==> src/rtl/mem_ctrl_if.sv <==
// Pipeline/RAM bus bundle for mem_ctrl.
// slave = controller side, master = pipeline/RAM side.
interface mem_ctrl_if #(
    parameter int ADDR_W = 17,
    parameter int DATA_W = 32
);
    logic              if_req_i;
    logic [ADDR_W-1:0] if_addr_i;
    logic [DATA_W-1:0] if_data_o;
    logic              if_done_o;
    logic              mem_req_i;
    logic              mem_wr_i;
    logic [1:0]        mem_size_i;
    logic [ADDR_W-1:0] mem_addr_i;
    logic [DATA_W-1:0] mem_wdata_i;
    logic [DATA_W-1:0] mem_data_o;
    logic              mem_done_o;
    logic [7:0]        ram_data_i;
    logic [ADDR_W-1:0] ram_addr_o;
    logic [7:0]        ram_data_o;
    logic              ram_wr_o;
    logic              busy_o;

    modport slave (
        input  if_req_i, if_addr_i,
        input  mem_req_i, mem_wr_i, mem_size_i,
        input  mem_addr_i, mem_wdata_i,
        input  ram_data_i,
        output if_data_o, if_done_o,
        output mem_data_o, mem_done_o,
        output ram_addr_o, ram_data_o, ram_wr_o,
        output busy_o
    );

    modport master (
        output if_req_i, if_addr_i,
        output mem_req_i, mem_wr_i, mem_size_i,
        output mem_addr_i, mem_wdata_i,
        output ram_data_i,
        input  if_data_o, if_done_o,
        input  mem_data_o, mem_done_o,
        input  ram_addr_o, ram_data_o, ram_wr_o,
        input  busy_o
    );
endinterface

==> src/rtl/mem_ctrl.sv <==
// Byte-serial IF/MEM arbiter onto an 8-bit RAM port.
// Define IF_BUF_EN for a one-entry fetch buffer.
module mem_ctrl #(
    parameter int ADDR_W = 17,
    parameter int DATA_W = 32
) (
    input logic     clk,
    input logic     rst,
    mem_ctrl_if.slave bus
);
    typedef enum logic [2:0] {
        IDLE, IF_RD, MEM_RD, MEM_WR, DONE
    } state_t;

    state_t            state, state_nx;
    logic [2:0]        cnt, cnt_inc, n, mem_n;
    logic [ADDR_W-1:0] base;
    logic [DATA_W-1:0] wdata, asm_q, asm_nx;
    logic              acc_if, acc_mem, hit, last, rd_st;

`ifdef IF_BUF_EN
    logic              buf_vld;
    logic [ADDR_W-1:0] buf_addr;
    logic [DATA_W-1:0] buf_data;
    assign hit = buf_vld && (bus.if_addr_i == buf_addr);
`else
    assign hit = 1'b0;
`endif

    assign cnt_inc = cnt + 3'd1;
    assign rd_st   = (state == IF_RD) || (state == MEM_RD);

    always_comb begin
        mem_n = 3'd4;
        unique case (1'b1)
            (bus.mem_size_i == 2'b00): mem_n = 3'd1;
            (bus.mem_size_i == 2'b01): mem_n = 3'd2;
            default:                   mem_n = 3'd4;
        endcase
    end

    // byte k arrives one cycle after its address, i.e. while cnt = k+1
    always_comb begin
        asm_nx = asm_q;
        if (rd_st && cnt != 3'd0)
            asm_nx[{cnt[1:0] - 2'd1, 3'b000} +: 8] = bus.ram_data_i;
    end

    always_comb begin
        state_nx = state;
        acc_if   = 1'b0;
        acc_mem  = 1'b0;
        last     = 1'b0;
        unique case (state)
            IDLE: begin
                if (bus.mem_req_i) begin
                    acc_mem  = 1'b1;
                    state_nx = bus.mem_wr_i ? MEM_WR : MEM_RD;
                end else if (bus.if_req_i) begin
                    acc_if   = 1'b1;
                    state_nx = hit ? DONE : IF_RD;
                end
            end
            IF_RD, MEM_RD: begin
                if (cnt == n) begin
                    last     = 1'b1;
                    state_nx = DONE;
                end
            end
            MEM_WR: begin
                if (cnt_inc == n) begin
                    last     = 1'b1;
                    state_nx = DONE;
                end
            end
            DONE:    state_nx = IDLE;
            default: state_nx = IDLE;
        endcase
    end

    always_ff @(posedge clk or negedge rst) begin
        if (!rst) state <= IDLE;
        else      state <= state_nx;
    end

    always_ff @(posedge clk or negedge rst) begin
        if (!rst) begin
            cnt            <= '0;
            n              <= '0;
            base           <= '0;
            wdata          <= '0;
            asm_q          <= '0;
            bus.if_data_o  <= '0;
            bus.if_done_o  <= 1'b0;
            bus.mem_data_o <= '0;
            bus.mem_done_o <= 1'b0;
            bus.ram_addr_o <= '0;
            bus.ram_data_o <= '0;
            bus.ram_wr_o   <= 1'b0;
            bus.busy_o     <= 1'b0;
`ifdef IF_BUF_EN
            buf_vld        <= 1'b0;
            buf_addr       <= '0;
            buf_data       <= '0;
`endif
        end else begin
            bus.if_done_o  <= 1'b0;
            bus.mem_done_o <= 1'b0;
            bus.busy_o     <= (state_nx != IDLE);
            if (acc_mem) begin
                base           <= bus.mem_addr_i;
                wdata          <= bus.mem_wdata_i;
                n              <= mem_n;
                cnt            <= '0;
                asm_q          <= '0;
                bus.ram_addr_o <= bus.mem_addr_i;
                if (bus.mem_wr_i) begin
                    bus.ram_wr_o   <= 1'b1;
                    bus.ram_data_o <= bus.mem_wdata_i[7:0];
`ifdef IF_BUF_EN
                    buf_vld        <= 1'b0;
`endif
                end
            end else if (acc_if) begin
                base  <= bus.if_addr_i;
                n     <= 3'd4;
                cnt   <= '0;
                asm_q <= '0;
`ifdef IF_BUF_EN
                if (hit) begin
                    bus.if_done_o <= 1'b1;
                    bus.if_data_o <= buf_data;
                end else
`endif
                bus.ram_addr_o <= bus.if_addr_i;
            end else if (rd_st) begin
                asm_q <= asm_nx;
                if (last) begin
                    if (state == IF_RD) begin
                        bus.if_data_o <= asm_nx;
                        bus.if_done_o <= 1'b1;
`ifdef IF_BUF_EN
                        buf_vld       <= 1'b1;
                        buf_addr      <= base;
                        buf_data      <= asm_nx;
`endif
                    end else begin
                        bus.mem_data_o <= asm_nx;
                        bus.mem_done_o <= 1'b1;
                    end
                end else begin
                    cnt <= cnt_inc;
                    if (cnt_inc < n)
                        bus.ram_addr_o <= base + ADDR_W'(cnt_inc);
                end
            end else if (state == MEM_WR) begin
                if (last) begin
                    bus.ram_wr_o   <= 1'b0;
                    bus.ram_data_o <= '0;
                    bus.mem_done_o <= 1'b1;
                end else begin
                    cnt            <= cnt_inc;
                    bus.ram_addr_o <= base + ADDR_W'(cnt_inc);
                    bus.ram_data_o <= wdata[{cnt_inc[1:0], 3'b000} +: 8];
                end
            end
        end
    end
endmodule

==> src/flat_wrapper.sv <==
// flat-port wrapper written by rule: the top's interface ports become plain ports
module mem_ctrl_flat 
#(
    parameter int ADDR_W = 17,
    parameter int DATA_W = 32
)
  (clk, rst, bus_if_req_i, bus_if_addr_i, bus_mem_req_i, bus_mem_wr_i, bus_mem_size_i, bus_mem_addr_i, bus_mem_wdata_i, bus_ram_data_i, bus_if_data_o, bus_if_done_o, bus_mem_data_o, bus_mem_done_o, bus_ram_addr_o, bus_ram_data_o, bus_ram_wr_o, bus_busy_o);
  mem_ctrl_if #(.ADDR_W(ADDR_W), .DATA_W(DATA_W)) bus_i ();
  input logic clk;
  input logic rst;
  input wire logic [$bits(bus_i.if_req_i)-1:0] bus_if_req_i;
  input wire logic [$bits(bus_i.if_addr_i)-1:0] bus_if_addr_i;
  input wire logic [$bits(bus_i.mem_req_i)-1:0] bus_mem_req_i;
  input wire logic [$bits(bus_i.mem_wr_i)-1:0] bus_mem_wr_i;
  input wire logic [$bits(bus_i.mem_size_i)-1:0] bus_mem_size_i;
  input wire logic [$bits(bus_i.mem_addr_i)-1:0] bus_mem_addr_i;
  input wire logic [$bits(bus_i.mem_wdata_i)-1:0] bus_mem_wdata_i;
  input wire logic [$bits(bus_i.ram_data_i)-1:0] bus_ram_data_i;
  output wire logic [$bits(bus_i.if_data_o)-1:0] bus_if_data_o;
  output wire logic [$bits(bus_i.if_done_o)-1:0] bus_if_done_o;
  output wire logic [$bits(bus_i.mem_data_o)-1:0] bus_mem_data_o;
  output wire logic [$bits(bus_i.mem_done_o)-1:0] bus_mem_done_o;
  output wire logic [$bits(bus_i.ram_addr_o)-1:0] bus_ram_addr_o;
  output wire logic [$bits(bus_i.ram_data_o)-1:0] bus_ram_data_o;
  output wire logic [$bits(bus_i.ram_wr_o)-1:0] bus_ram_wr_o;
  output wire logic [$bits(bus_i.busy_o)-1:0] bus_busy_o;
  assign bus_i.if_req_i = bus_if_req_i;
  assign bus_i.if_addr_i = bus_if_addr_i;
  assign bus_i.mem_req_i = bus_mem_req_i;
  assign bus_i.mem_wr_i = bus_mem_wr_i;
  assign bus_i.mem_size_i = bus_mem_size_i;
  assign bus_i.mem_addr_i = bus_mem_addr_i;
  assign bus_i.mem_wdata_i = bus_mem_wdata_i;
  assign bus_i.ram_data_i = bus_ram_data_i;
  assign bus_if_data_o = bus_i.if_data_o;
  assign bus_if_done_o = bus_i.if_done_o;
  assign bus_mem_data_o = bus_i.mem_data_o;
  assign bus_mem_done_o = bus_i.mem_done_o;
  assign bus_ram_addr_o = bus_i.ram_addr_o;
  assign bus_ram_data_o = bus_i.ram_data_o;
  assign bus_ram_wr_o = bus_i.ram_wr_o;
  assign bus_busy_o = bus_i.busy_o;
  mem_ctrl #(.ADDR_W(ADDR_W), .DATA_W(DATA_W)) u_core (.clk(clk), .rst(rst), .bus(bus_i));
endmodule
==> config.mk <==
export PLATFORM = sky130hd
export DESIGN_NAME = mem_ctrl_flat
export DESIGN_NICKNAME = d
export VERILOG_FILES = /design/src/rtl/mem_ctrl_if.sv /design/src/rtl/mem_ctrl.sv /design/src/flat_wrapper.sv
export SDC_FILE = /design/constraint.sdc
export NUM_CORES = 1
export LEC_CHECK = 0
export ABC_AREA = 0
export BUFFER_PORTS_ARGS = -buffer_cell sky130_fd_sc_hd__buf_2
export CAP_MARGIN = 15
export CORE_AREA = 2 2 175 160
export DETAILED_ROUTE_END_ITERATION = 10
export DIE_AREA = 0 0 177 162
export SLEW_MARGIN = 20
export SYNTH_ARGS = -nofsm -noshare
export SYNTH_HDL_FRONTEND = slang
export SYNTH_SLANG_ARGS = --single-unit
==> constraint.sdc <==
create_clock -name clk -period 3.25 [get_ports clk]
set_input_delay 0 -clock clk [delete_from_list [all_inputs] [get_ports clk]]
set_output_delay 0 -clock clk [all_outputs]
set_load 0.02 [all_outputs]
==> impl_metrics.ini <==
[outcome]
status = complete, no violations

[timing]
rsz0062_at_grt = false
fin_tns_setup_ns = 0
relSlewSlack = 0.3835
whs_ns = 0.03230
finalHoldViolCount = 0
drv_slew = 0
finalSetupViolCount = 0
fin_skew_ns = 0.01620
fin_crit_sh = 0.8864
finalCriticalPeriod_ns = 2.881
clock.fmax_mhz = 347.1
tightest_slew_ns = 0.9247

[synthesis]
synth_area_per_cell_um2 = 10.19
synth_top_flop_cell = dfrtp_1
synthArstFlopShare = 1.000
synthCells = 805
ys_types = 51
syn_nets = 900
ys_ff_latch = 183
synthesis.area_um2 = 8207
synth_edf_count = 0
ys.warnings.count = 0
yosysSeqAreaShare = 0.5580

[worst_setup_path]
critPathBufInv = 2
crit_type = reg2reg
crit_fanout = 7
max_stage_delay_ns = 0.46
cpMaxStageDelayCell = nor2b_1
start_kind = flip-flop
cp.required_ns = 3.60
path_delay_family = simple AND/OR/NAND/NOR gates
path_cells = inv_1 > ha_1 > inv_1 > fa_1 > nor2b_1 > o21ai_0 > or4_1 > mux2_2 > a31oi_1
critPathCaptureType = flip-flop
critPathArrivalTime_ns = 3.23
cp_common_cell = inv_1

[route]
first_pass_iters = 5
drt_iter0_markers = 465
via_per_inst = 4.789
ant_nets = 0
drc_errors = 0
routedWlPerCell_um = 15.66
wirelength_mm = 22.21
vias = 6791

[place]
hpwl_mm = 15.11
placement.io_buffers = 173
gp_routability_congestion = 0.7485

[clocking]
cts_root_buf = clkbuf_16
cts_sinks = 183
cts.htree.levels = 4
cts_buffers = 17
worstSkewPairLatency_ns = 0.44
post_cts_resized = 0
worst_setup_hold_path_clk_slew_ns = 0.07
cts_tree = built
cts_max_path_buffers = 2

[grt]
grt_pass1_wl_mm = 36.20
grt_overflow = 0
grt_pass1_vias = 6761
antenna_found_initial = 0
grt_use_total = 0.1601
grt_start_max_net_pins = 116

[power]
ir_drop_v = 0.0004020
pwr-share-comb = 0.441
switching_share = 0.4065
internal-power_w = 0.006341
power_frac_clock = 0.211
p_sw_w = 0.004343
power_frac_seq = 0.348
p_per_area_nw_per_um2 = 977.8
power_leakage_nw = 5.290

[die]
die_area_um2 = 28670
initial_core_util = 0.3069
ios = 174
die_x_um = 177
coreArea_um2 = 26740
rows = 57
die_h_um = 162

[min_path]
hp-class = in2reg

[final_layout]
multi_input_area_um2 = 3403
fillCellCount = 2675
drive_gt1_frac = 0.2340
layout.nets = 1146
antenna_cells = 0
final-seq-area_um2 = 4579
syn_to_final_growth_pct = 33.14

[run]
maxCapViolCount = 0
## worst paths after layout
kind / start / to / slack [ns] / depth (start not counted)
worst max-delay path: u_core.cnt[1]$_DFFE_PN0P_ / u_core.bus.ram_addr_o[16]$_DFFE_PN0P_ / 0.37 / 9
worst min-delay path: bus_mem_addr_i[1] / u_core.bus.ram_addr_o[1]$_DFFE_PN0P_ / 0.03 / 4
worst max register to register: u_core.cnt[1]$_DFFE_PN0P_ / u_core.bus.ram_addr_o[16]$_DFFE_PN0P_ / 0.37 / 9
worst min register to register: u_core.wdata[26]$_DFFE_PN0P_ / u_core.wdata[26]$_DFFE_PN0P_ / 0.47 / 2
max in group asynchronous: rst / u_core.cnt[1]$_DFFE_PN0P_ / 1.99 / 3
min in group asynchronous: rst / u_core.bus.if_data_o[5]$_DFFE_PN0P_ / 0.28 / 2
## flip-flops by register name, indices dropped and copies added (netlist names)
signal                 count
u_core.n                   3
u_core.state               3
u_core.bus.ram_addr_o     17
u_core.bus.mem_done_o      1
u_core.bus.busy_o          1
u_core.wdata              32
u_core.bus.ram_data_o      8
u_core.bus.mem_data_o     32
u_core.bus.if_data_o      32
u_core.asm_q              32
u_core.bus.ram_wr_o        1
u_core.base               17
u_core.bus.if_done_o       1
u_core.cnt                 3
## logic make-up after synthesis
| logic type | count (synthesis) | share of synthesized area |
|---|---|---|
| AO/OA/AOI/OAI | 201 | 0.1599 |
| XOR/XNOR | 15 | 0.01692 |
| adder cells (fa/ha/maj) | 14 | 0.02226 |
| buffers and inverters | 56 | 0.02988 |
| flip-flops | 183 | 0.5580 |
| multiplexers | 24 | 0.04391 |
| AND/OR/NAND/NOR | 312 | 0.1691 |
## cell usage in the layout, fill, tap and decap left out, types with 3 or more instances in the layout
cell           count
nand2_1          218
a21oi_1           18
nand2b_1           3
dlygate4sd3_1     81
nor2b_1           13
nand3_1            9
buf_2            172
mux4_2             8
inv_1              9
ha_1              13
dfrtp_1          183
xnor2_1            4
o21ai_1            4
xor2_1            10
o21ai_0           81
and2_1             6
and3_1            14
inv_6              5
buf_4             20
mux2_1            15
nor2_1            23
bufinv_16          4
nand3b_1           4
nor4b_2            3
a22o_1            32
nor3_1             5
a22oi_1           31
a31oi_1           18
o2111ai_1          6
clkbuf_16         17
## worst register-to-register path: stages, from the launching register on
cell	delay, ns
dfrtp_1	0.44
inv_1	0.12
ha_1	0.31
inv_1	0.07
fa_1	0.43
nor2b_1	0.46
o21ai_0	0.13
or4_1	0.44
mux2_2	0.29
a31oi_1	0.12
## stage by stage
stage | total power, W | utilization | setup WS (ns) | instance area [um2] | instances
floorplan | 0.006920 | - | 0.5940 | 8207 | 805
global placement | 0.008276 | 0.3546 | 0.5045 | 9484 | 1305
detailed placement | 0.008398 | 0.3546 | 0.4404 | 9484 | 1305
CTS | 0.01082 | 0.4086 | 0.4009 | 10930 | 1418
finish | 0.01068 | 0.4086 | 0.3691 | 10930 | 1418
global route | 0.01153 | 0.4086 | 0.2129 | 10930 | 1418
## layout make-up
class,instances,share of cell area
Inverter,9,0.003092
Tap cell,354,0.04054
Timing Repair Buffer,274,0.1680
Clock buffer,20,0.04088
Multi-Input combinational cell,566,0.3115
Sequential cell,183,0.4191
Clock inverter,12,0.01695
## power by group through the flow
stage                     Sequential (W)  Clock (W)  Combinational (W)
after detailed placement         0.00375          0            0.00464
after global placement           0.00374          0            0.00454
after floorplan                  0.00414          0            0.00278
final                            0.00372    0.00225            0.00472
after global routing             0.00384    0.00241            0.00528
after CTS                        0.00372    0.00232            0.00478
## layer usage
layer,part of all wire,GRT usage
met2,0.46,0.2603
met4,0.0095,0.03418
met3,0.056,0.03605
met1,0.47,0.2188
met5,0,0
## what timing repair did
action / 4_1_cts / 5_1_grt
endpoints found under the setup margin: 0 / 0
hold buffers: 81 / 0
endpoints found under the hold margin: 223 / 0
setup buffers: 0 / 0
## Yosys cell counts, types with 3 or more instances
| cell type | number | share of area |
|---|---|---|
| ha_1 | 13 | 0.020 |
| a22oi_1 | 31 | 0.028 |
| mux4_2 | 8 | 0.022 |
| buf_1 | 4 | 0.0018 |
| clkbuf_1 | 29 | 0.013 |
| nor2b_1 | 13 | 0.0099 |
| and2_1 | 6 | 0.0046 |
| and3_1 | 14 | 0.011 |
| nor3_1 | 6 | 0.0037 |
| o21ai_1 | 4 | 0.0024 |
| nor2_1 | 23 | 0.011 |
| a21oi_1 | 18 | 0.011 |
| mux2_1 | 15 | 0.021 |
| a31oi_1 | 18 | 0.014 |
| nand3b_1 | 4 | 0.0037 |
| nand3_1 | 10 | 0.0061 |
| xnor2_1 | 4 | 0.0043 |
| a22o_1 | 32 | 0.034 |
| o2111ai_1 | 6 | 0.0064 |
| nand2_1 | 219 | 0.10 |
| dfrtp_1 | 183 | 0.56 |
| nor4b_2 | 4 | 0.0073 |
| nand2b_1 | 3 | 0.0023 |
| buf_2 | 8 | 0.0049 |
| o21ai_0 | 81 | 0.049 |
| inv_1 | 9 | 0.0041 |
| xor2_1 | 10 | 0.011 |
Power figures use the tool's default switching activity.
